<file path="src/rtl/if_stage_prefetch_queue.sv">
`default_nettype none
// if_stage_prefetch_queue: pipelined fetch stage with an in-flight PC FIFO and an instruction queue.
// Redirects flush the queue and drop stale responses. Rev 1.0
module if_stage_prefetch_queue #(
  parameter logic [31:0] RESET_PC        = 32'h1C00_0000,
  parameter int          MAX_OUTSTANDING = 4,
  parameter int          IQ_DEPTH        = 4
) (
  input  logic        clk,
  input  logic        reset,
  input  logic        wb_redirect,
  input  logic [31:0] wb_target,
  input  logic        br_redirect,
  input  logic [31:0] br_target,
  input  logic        ds_allowin,
  output logic        fs_to_ds_valid,
  output logic [64:0] fs_to_ds_bus,
  output logic        inst_sram_req,
  output logic        inst_sram_wr,
  output logic [1:0]  inst_sram_size,
  output logic [3:0]  inst_sram_wstrb,
  output logic [31:0] inst_sram_addr,
  output logic [31:0] inst_sram_wdata,
  input  logic        inst_sram_addr_ok,
  input  logic        inst_sram_data_ok,
  input  logic [31:0] inst_sram_rdata
);
  localparam int CW = $clog2(MAX_OUTSTANDING + 1);
  localparam int FW = (MAX_OUTSTANDING > 1) ? $clog2(MAX_OUTSTANDING) : 1;
  localparam int IW = $clog2(IQ_DEPTH);
  localparam int QW = $clog2(IQ_DEPTH + 1);

  logic [31:0]   fetch_pc;
  logic [CW-1:0] out_cnt;
  logic [CW-1:0] drop_cnt;
  logic [CW-1:0] live_cnt;
  logic [31:0]   pc_fifo [MAX_OUTSTANDING];
  logic [FW-1:0] pf_wr;
  logic [FW-1:0] pf_rd;
  logic [64:0]   iq_mem [IQ_DEPTH];
  logic [IW-1:0] iq_wr;
  logic [IW-1:0] iq_rd;
  logic [QW-1:0] iq_cnt;
  logic          adef_halt;

  logic          redirect;
  logic [31:0]   redirect_pc;
  logic          aligned;
  logic          credit_ok;
  logic          handshake;
  logic          drop_resp;
  logic          resp_write;
  logic          adef_write;
  logic          iq_write;
  logic          iq_pop;
  logic          iq_full;
  logic [64:0]   iq_wdata;

  function automatic logic [FW-1:0] pf_inc(input logic [FW-1:0] p);
    return (p == FW'(MAX_OUTSTANDING - 1)) ? '0 : p + 1'b1;
  endfunction

  function automatic logic [IW-1:0] iq_inc(input logic [IW-1:0] p);
    return (p == IW'(IQ_DEPTH - 1)) ? '0 : p + 1'b1;
  endfunction

  assign redirect    = wb_redirect | br_redirect;
  assign redirect_pc = wb_redirect ? wb_target : br_target;
  assign aligned     = (fetch_pc[1:0] == 2'b00);
  assign live_cnt    = out_cnt - drop_cnt;
  assign iq_full     = (iq_cnt == QW'(IQ_DEPTH));

  // Reserve an IQ slot for every live request so responses can never overflow the queue.
  assign credit_ok = (out_cnt < CW'(MAX_OUTSTANDING)) &&
                     ((32'(live_cnt) + 32'(iq_cnt)) < 32'(IQ_DEPTH));

  assign inst_sram_req   = ~reset & ~redirect & ~adef_halt & aligned & credit_ok;
  assign inst_sram_wr    = 1'b0;
  assign inst_sram_size  = 2'b10;
  assign inst_sram_wstrb = 4'h0;
  assign inst_sram_addr  = fetch_pc;
  assign inst_sram_wdata = 32'h0;

  assign handshake  = inst_sram_req & inst_sram_addr_ok;
  assign drop_resp  = (drop_cnt != '0);
  assign resp_write = inst_sram_data_ok & ~redirect & ~drop_resp;
  // Only once every live response has landed, so the fault entry stays in program order.
  assign adef_write = ~aligned & ~redirect & ~adef_halt & (out_cnt == drop_cnt) & ~iq_full;
  assign iq_write   = resp_write | adef_write;
  assign iq_wdata   = adef_write ? {1'b1, 32'h0, fetch_pc}
                                 : {1'b0, inst_sram_rdata, pc_fifo[pf_rd]};

  assign fs_to_ds_valid = (iq_cnt != '0);
  assign fs_to_ds_bus   = fs_to_ds_valid ? iq_mem[iq_rd] : 65'h0;
  assign iq_pop         = fs_to_ds_valid & ds_allowin & ~redirect;

  always_ff @(posedge clk) begin
    if (handshake) pc_fifo[pf_wr] <= fetch_pc;
    if (iq_write)  iq_mem[iq_wr]  <= iq_wdata;
  end

  always_ff @(posedge clk) begin
    if (reset) begin
      fetch_pc  <= RESET_PC;
      out_cnt   <= '0;
      drop_cnt  <= '0;
      pf_wr     <= '0;
      pf_rd     <= '0;
      iq_wr     <= '0;
      iq_rd     <= '0;
      iq_cnt    <= '0;
      adef_halt <= 1'b0;
    end else begin
      out_cnt <= out_cnt + CW'(handshake) - CW'(inst_sram_data_ok);
      if (handshake)         pf_wr <= pf_inc(pf_wr);
      if (inst_sram_data_ok) pf_rd <= pf_inc(pf_rd);
      if (redirect) begin
        fetch_pc  <= redirect_pc;
        drop_cnt  <= out_cnt - CW'(inst_sram_data_ok);
        adef_halt <= 1'b0;
        iq_wr     <= '0;
        iq_rd     <= '0;
        iq_cnt    <= '0;
      end else begin
        if (handshake)                     fetch_pc  <= fetch_pc + 32'd4;
        if (inst_sram_data_ok & drop_resp) drop_cnt  <= drop_cnt - CW'(1);
        if (adef_write)                    adef_halt <= 1'b1;
        if (iq_write)                      iq_wr     <= iq_inc(iq_wr);
        if (iq_pop)                        iq_rd     <= iq_inc(iq_rd);
        iq_cnt <= iq_cnt + QW'(iq_write) - QW'(iq_pop);
      end
    end
  end

  a_iq_no_overflow: assert property (@(posedge clk) disable iff (reset)
    !(iq_write && iq_full && !iq_pop));
  a_out_cnt_bound: assert property (@(posedge clk) disable iff (reset)
    (out_cnt <= CW'(MAX_OUTSTANDING)) && (drop_cnt <= out_cnt));

endmodule
`default_nettype wire

</file>
<file path="config.mk">
export PLATFORM = sky130hd
export DESIGN_NAME = if_stage_prefetch_queue
export DESIGN_NICKNAME = d
export VERILOG_FILES = /design/src/rtl/if_stage_prefetch_queue.sv
export SDC_FILE = /design/constraint.sdc
export NUM_CORES = 1
export LEC_CHECK = 0
export ABC_AREA = 0
export BUFFER_PORTS_ARGS = -buffer_cell sky130_fd_sc_hd__buf_2
export CORE_ASPECT_RATIO = 2
export CORE_MARGIN = 4
export CORE_UTILIZATION = 40
export DETAILED_ROUTE_END_ITERATION = 16
export PLACE_DENSITY = 0.69
export SETUP_SLACK_MARGIN = 0.3
export SYNTH_ARGS = -nofsm -noshare
export SYNTH_HDL_FRONTEND = slang
export SYNTH_SLANG_ARGS = --single-unit
</file>
<file path="constraint.sdc">
create_clock -name clk -period 6.55 [get_ports clk]
set_clock_uncertainty 0.15 [all_clocks]
set_input_delay 0.3275 -clock clk [delete_from_list [all_inputs] [get_ports clk]]
set_output_delay 0.3275 -clock clk [all_outputs]
set_load 0.01 [all_outputs]
</file>
; Yosys cells after proc, flatten, opt, wreduce, memory -nomap -nowiden
; Memories as Yosys holds them, arrays and structs flattened. A register that Yosys moved wholly into a read port is not among the register bits.
; Cells that the tools add are included.
[totals]
regBits = 50
latch_bits = 0
ramBits = 388
mem_bits_ro = 0
inputBits = 103
output_inout_bits = 138
elab_cells = 80
mem_count = 2
[op_classes]
n_addsub = 13
multipliers = 0
n_div = 0
n_lt_le_gt_ge = 2
n_eq_ne = 6
shifts = 0
muxes = 19
bitwise = 22
n_reduce_logical = 7
[memory_table]
columns = name, depth, word_bits, rd, rd_ports_with_merged_regs, write_ports, line_no
row1 = iq_mem, 4, 65, 1, 1, 1, 40  ; logic [64:0] iq_mem [IQ_DEPTH];
row2 = pc_fifo, 4, 32, 1, 1, 1, 37  ; logic [31:0] pc_fifo [MAX_OUTSTANDING];
[ops]
columns = operator, count
row1 = 65-bit 2-to-1 mux, 2
row2 = 32-bit 2-to-1 mux, 3
row3 = 32-bit by 3-bit adder with 32-bit output (second input constant), 1
row4 = 2-bit 2-to-1 mux, 8
row5 = 1-bit AND, 14
row6 = 3-bit by 1-bit subtractor with 3-bit output, 3
row7 = 2-bit by 1-bit adder with 2-bit output (second input constant), 4
row8 = 2-bit == test (second input constant), 4
row9 = 3-bit by 1-bit adder with 3-bit output, 2
row10 = 3-bit 2-to-1 mux, 2
row11 = 1-bit NOT, 6
row12 = 3-bit nonzero test, 2
row13 = 3-bit by 3-bit adder with 4-bit output, 1
row14 = 4-bit by 3-bit less-than comparator with 1-bit output (second input constant), 1
row15 = 1-bit 2-to-1 mux, 4
row16 = 2-bit nonzero test, 2
row17 = 3-bit == test, 1
row18 = 3-bit == test (second input constant), 1
row19 = 3-bit less-than comparator (second input constant), 1
row20 = 3-bit by 1-bit subtractor with 3-bit output (second input constant), 1
row21 = 3-bit subtractor, 1
row22 = 2-bit logical NOT, 1
row23 = 1-bit OR, 2
row24 = 2-bit OR reduction, 1
row25 = 1-bit logical AND, 1

; Longest topological paths before layout
[logic_depth]
depth_word = 9
mapped_depth = 18
mapped_depth_nobuf = 16

; Worst setup path after synthesis
; No wires, ideal clock.
[synth_timing]
kind = reg-to-reg
start = register out_cnt[0]
end = register out_cnt[2]
setup_ns = 0.128
t_arrival_ns = 3.327
t_required_ns = 6.272
setup_slack_ns = 2.946
path_stages_with_launch = 19
path_buffers = 2
period_less_slack_ns = 3.604
path_cell_list = dfxtp_1 > inv_1 > ha_1 > inv_1 > fa_1 > xnor2_1 > ha_1 > nor4_2 > o2111a_2 > inv_2 > buf_6 > buf_6 > ha_1 > inv_1 > ha_1 > fa_1 > xnor2_1 > xnor2_1 > nor2_1
[synth_via]
elab_chain_len = 8
word_cells_on_any_way = 9
classes_between = add/sub: 4 / order compare: 2 / bitwise: 2 / reduce/logical: 1
[synth_rtl]
columns = element, line_no
row1 = start: declaration, 34  ; logic [CW-1:0] out_cnt;
row2 = start signal: assignment, 114  ; out_cnt <= out_cnt + CW'(handshake) - CW'(inst_sram_data_ok);
row3 = 3-bit subtractor, 70  ; assign live_cnt = out_cnt - drop_cnt;
row4 = 3-bit by 3-bit adder with 4-bit output, 75  ; ((32'(live_cnt) + 32'(iq_cnt)) < 32'(IQ_DEPTH));
row5 = 4-bit by 3-bit less-than comparator with 1-bit output, 75
row6 = 1-bit logical AND, 74  ; assign credit_ok = (out_cnt < CW'(MAX_OUTSTANDING)) &&
row7 = 1-bit AND, 77  ; assign inst_sram_req = ~reset & ~redirect & ~adef_halt & aligned & credit_ok;
row8 = 1-bit AND, 84  ; assign handshake = inst_sram_req & inst_sram_addr_ok;
row9 = 3-bit by 1-bit adder with 3-bit output *, 114
row10 = 3-bit by 1-bit subtractor with 3-bit output *, 114
; Every way passes the cells marked *; elsewhere a longest branch is shown, timed or not.
; A chain may end at the register's enable or synchronous reset.

; Worst setup path after layout
; Same ends and word-level chain as after synthesis.

==> reports/qor.csv <==
stage,metric,value,unit
synthesis,synth.distinct_cells,57,
synthesis,ys_top_cells_by_area,"edfxtp_1, mux4_2, dfxtp_1, and2_1, mux2_2",
critical_path,cp-end-kind,flip-flop,
grt,grt_util_met2,31.2,%
detailed_routing,vias,10500,
clock_tree,cts-root-buf,clkbuf_16,
synthesis,synth_area,18800,sq um
floorplan,io_pins,241,
synthesis,syn_area_per_cell,16.5,sq um
synthesis,synth_adder_area_share,1.85,%
detailed_routing,first_iter_violations,699,
layout,fin_area,21900,sq um
synthesis,synth_compound_area_share,3.40,%
synthesis,synth_cells,1141,
clock_tree,clk_pin_slew,70,ps
floorplan,rows,112,
clock_tree,h-tree-depth,2,
pwr,peakVddDrop,0.193,mV
synthesis,synth_top_family_by_area,multiplexers,
pwr,power_density,274,nW/um^2
detailed_routing,via_per_inst,5.21,
placement,dp.cells,1915,
placement,dp_hpwl,26100,um
clock_tree,post_cts_buffers,0,
synthesis,synth_mux_area_share,14.2,%
timing,drv_slew,0,
synthesis,synth_xor_area_share,0.977,%
timing,tightest_slew,1090,ps
detailed_routing,first_pass_iters,5,
synthesis,yosys_warnings,0,
synthesis,synthArstFlopShare,0,%
grt,grt_pass1_wl,66100,um
synthesis,yosys.area_share.simple,8.42,%
synthesis,ys_seq_area_share,67.7,%
grt,grt_overflow,0,
detailed_routing,ant_nets,0,
placement,preCtsSetupSlack,2340,ps
grt,busiest_layer,met2,
placement,place_congestion,0.832,
clock_tree,cts_buffer_depth,3,
timing,period_needed,4200,ps
floorplan,start_util,40.3,%
critical_path,cp.required,6790,ps
layout,diodes,0,
grt,grt_start_max_net_pins,71,
synthesis,synth-edff-count,388,
grt,grt_util_met1,20.1,%
placement,post_dp_cell_area,20300,sq um
grt,grtUsageMet3,1.75,%
clock_tree,cts_tree,yes,
critical_path,worst_setup_path_start_kind,flip-flop,
flow_run,cap_violations,0,
timing,fin_crit_sh,64.2,%
layout,fin_util,46.8,%
synthesis,synth_largest_area_cell,edfxtp_1,
timing,hold_slack,24.4,ps
critical_path,crit_fanout,24,
pwr,total_power,5.98,mW
floorplan,die_width,161,um
floorplan,core,46700,sq um
layout,drive_gt1_share,30.4,%
timing,hold_viol_final,0,
synthesis,ys.flop_type,edfxtp_1,
placement,port_buffers,201,
floorplan,die_area,50800,sq um
layout,finalNetCount,1488,
grt,grt_pass1_vias,11200,
timing,finalSetupViolCount,0,
floorplan,die_h,315,um
layout,fillers,4028,
clock_tree,clk-insertion-delay-late,550,ps
critical_path,cp.arrival,4450,ps
clock_tree,postCtsResizedCells,0,
timing,rsz0062_at_grt,no,
synthesis,synthTopCellsByCount,"edfxtp_1, mux4_2, and2_1, dfxtp_1, nor2_1",
worst_hold_path,hp-class,in -> reg,
timing,final.setup.worst_slack,2350,ps
detailed_routing,wirelength,42400,um
synthesis,ys_ff_latch,442,
grt,grtUsageTotal,16.8,%
layout,layout.cells.non_filler,2016,
pwr,power.leakage,7.60,nW
clock_tree,cts_made_buffers,39,
timing,setup-tns-final,0,ps
synthesis,yosys.cell_count.top_type,edfxtp_1,
detailed_routing,routedWlPerCell,21.0,um
synthesis,netlist.area_leader.share,61.9,%
clock_tree,hold_buffers,30,
detailed_routing,drcViolationCount,0,
grt,antenna_found_initial,1,
timing,fmax,238,MHz
critical_path,crit_type,reg -> reg,
run_status,outcome,completed,
clock_tree,clock_sinks,442,
layout,area_delta_synth_final,16.2,%
timing,relSlewSlack,27.3,%
[routing by layer]
layer | wire length, um | vias to the layer above
met5 | 0 | -
met2 | 23200 | 330
met3 | 2090 | 66
li1 | - | 4756
met1 | 15900 | 5348
met4 | 1230 | 0
[cells in the final DEF (no fill, tap or decap), types with 4 or more instances in the layout]
cell,instances
edfxtp_1,388
buf_2,201
mux4_2,97
and2_1,74
dfxtp_1,51
nor2_1,50
nand2_1,43
clkbuf_16,40
conb_1,39
nor2b_1,37
a21oi_1,35
mux2_2,33
dlygate4sd3_1,30
inv_1,23
ha_1,23
nand3_1,19
nor3_1,15
o21ai_0,15
a211oi_1,13
xnor2_1,12
nand4_1,12
mux2i_1,11
buf_4,11
xor2_1,9
and3_1,8
nor4_1,8
clkbuf_1,8
clkinvlp_4,7
and4_1,5
o22ai_1,5
and2_4,4
a221o_1,4
clkinv_2,4
[cells by family (layout without fill, tap and decap cells)]
kind of cell / Yosys count / in the layout
xor+xnor: 21 / 21
mux: 141 / 141
compound gates: 95 / 95
other cells: 2 / 39
simple gates: 288 / 288
buf+inv: 126 / 337
flops: 442 / 442
fa+ha+maj: 26 / 26
[power breakdown]
part | internal, mW | total (mW) | switching, mW
Sequential | 3.16 | 3.23 | 0.0699
Combinational | 0.211 | 0.467 | 0.256
Clock | 1.26 | 2.28 | 1.02
[cell type report]
type                    instances  area (sq um)  share of cell area, %
clock buffers                  48          1030                   4.72
clock inverters                23           241                   1.10
well taps                     627           785                   3.59
inverters                      24          90.1                  0.412
multi-input cells             610          5580                   25.5
flip-flops and latches        442         12700                   58.3
repair buffers                242          1390                   6.35
[worst max-delay path: stages, from the launching register on]
cell and delay (ps):
dfxtp_1 330, inv_1 80, ha_1 150, inv_1 50
fa_1 370, xnor2_1 180, ha_1 260, nor4_2 260
o2111a_2 550, inv_2 290, ha_1 360, inv_1 40
ha_1 180, fa_1 400, xnor2_1 200, xnor2_1 140
nor2_1 50
[sequential cells by signal, indices dropped and copies added, names as in the netlist, named ones only]
name	count
out_cnt	3
pf_rd	2
iq_mem	260
adef_halt	1
drop_cnt	3
inst_sram_addr	32
iq_wr	2
iq_cnt	3
pc_fifo	128
pf_wr	2
iq_rd	2
[path summary, 6_finish.rpt]
kind,start,endpoint,slack (ps),cells after the start
setup / recovery,out_cnt[0],out_cnt[2],2350,16
hold / removal,wb_target[17],inst_sram_addr[17],20,3
setup reg to reg,out_cnt[0],out_cnt[2],2350,16
hold reg to reg,iq_rd[1],flip-flop,340,2
Note: power is estimated with default switching activity, not from simulation.
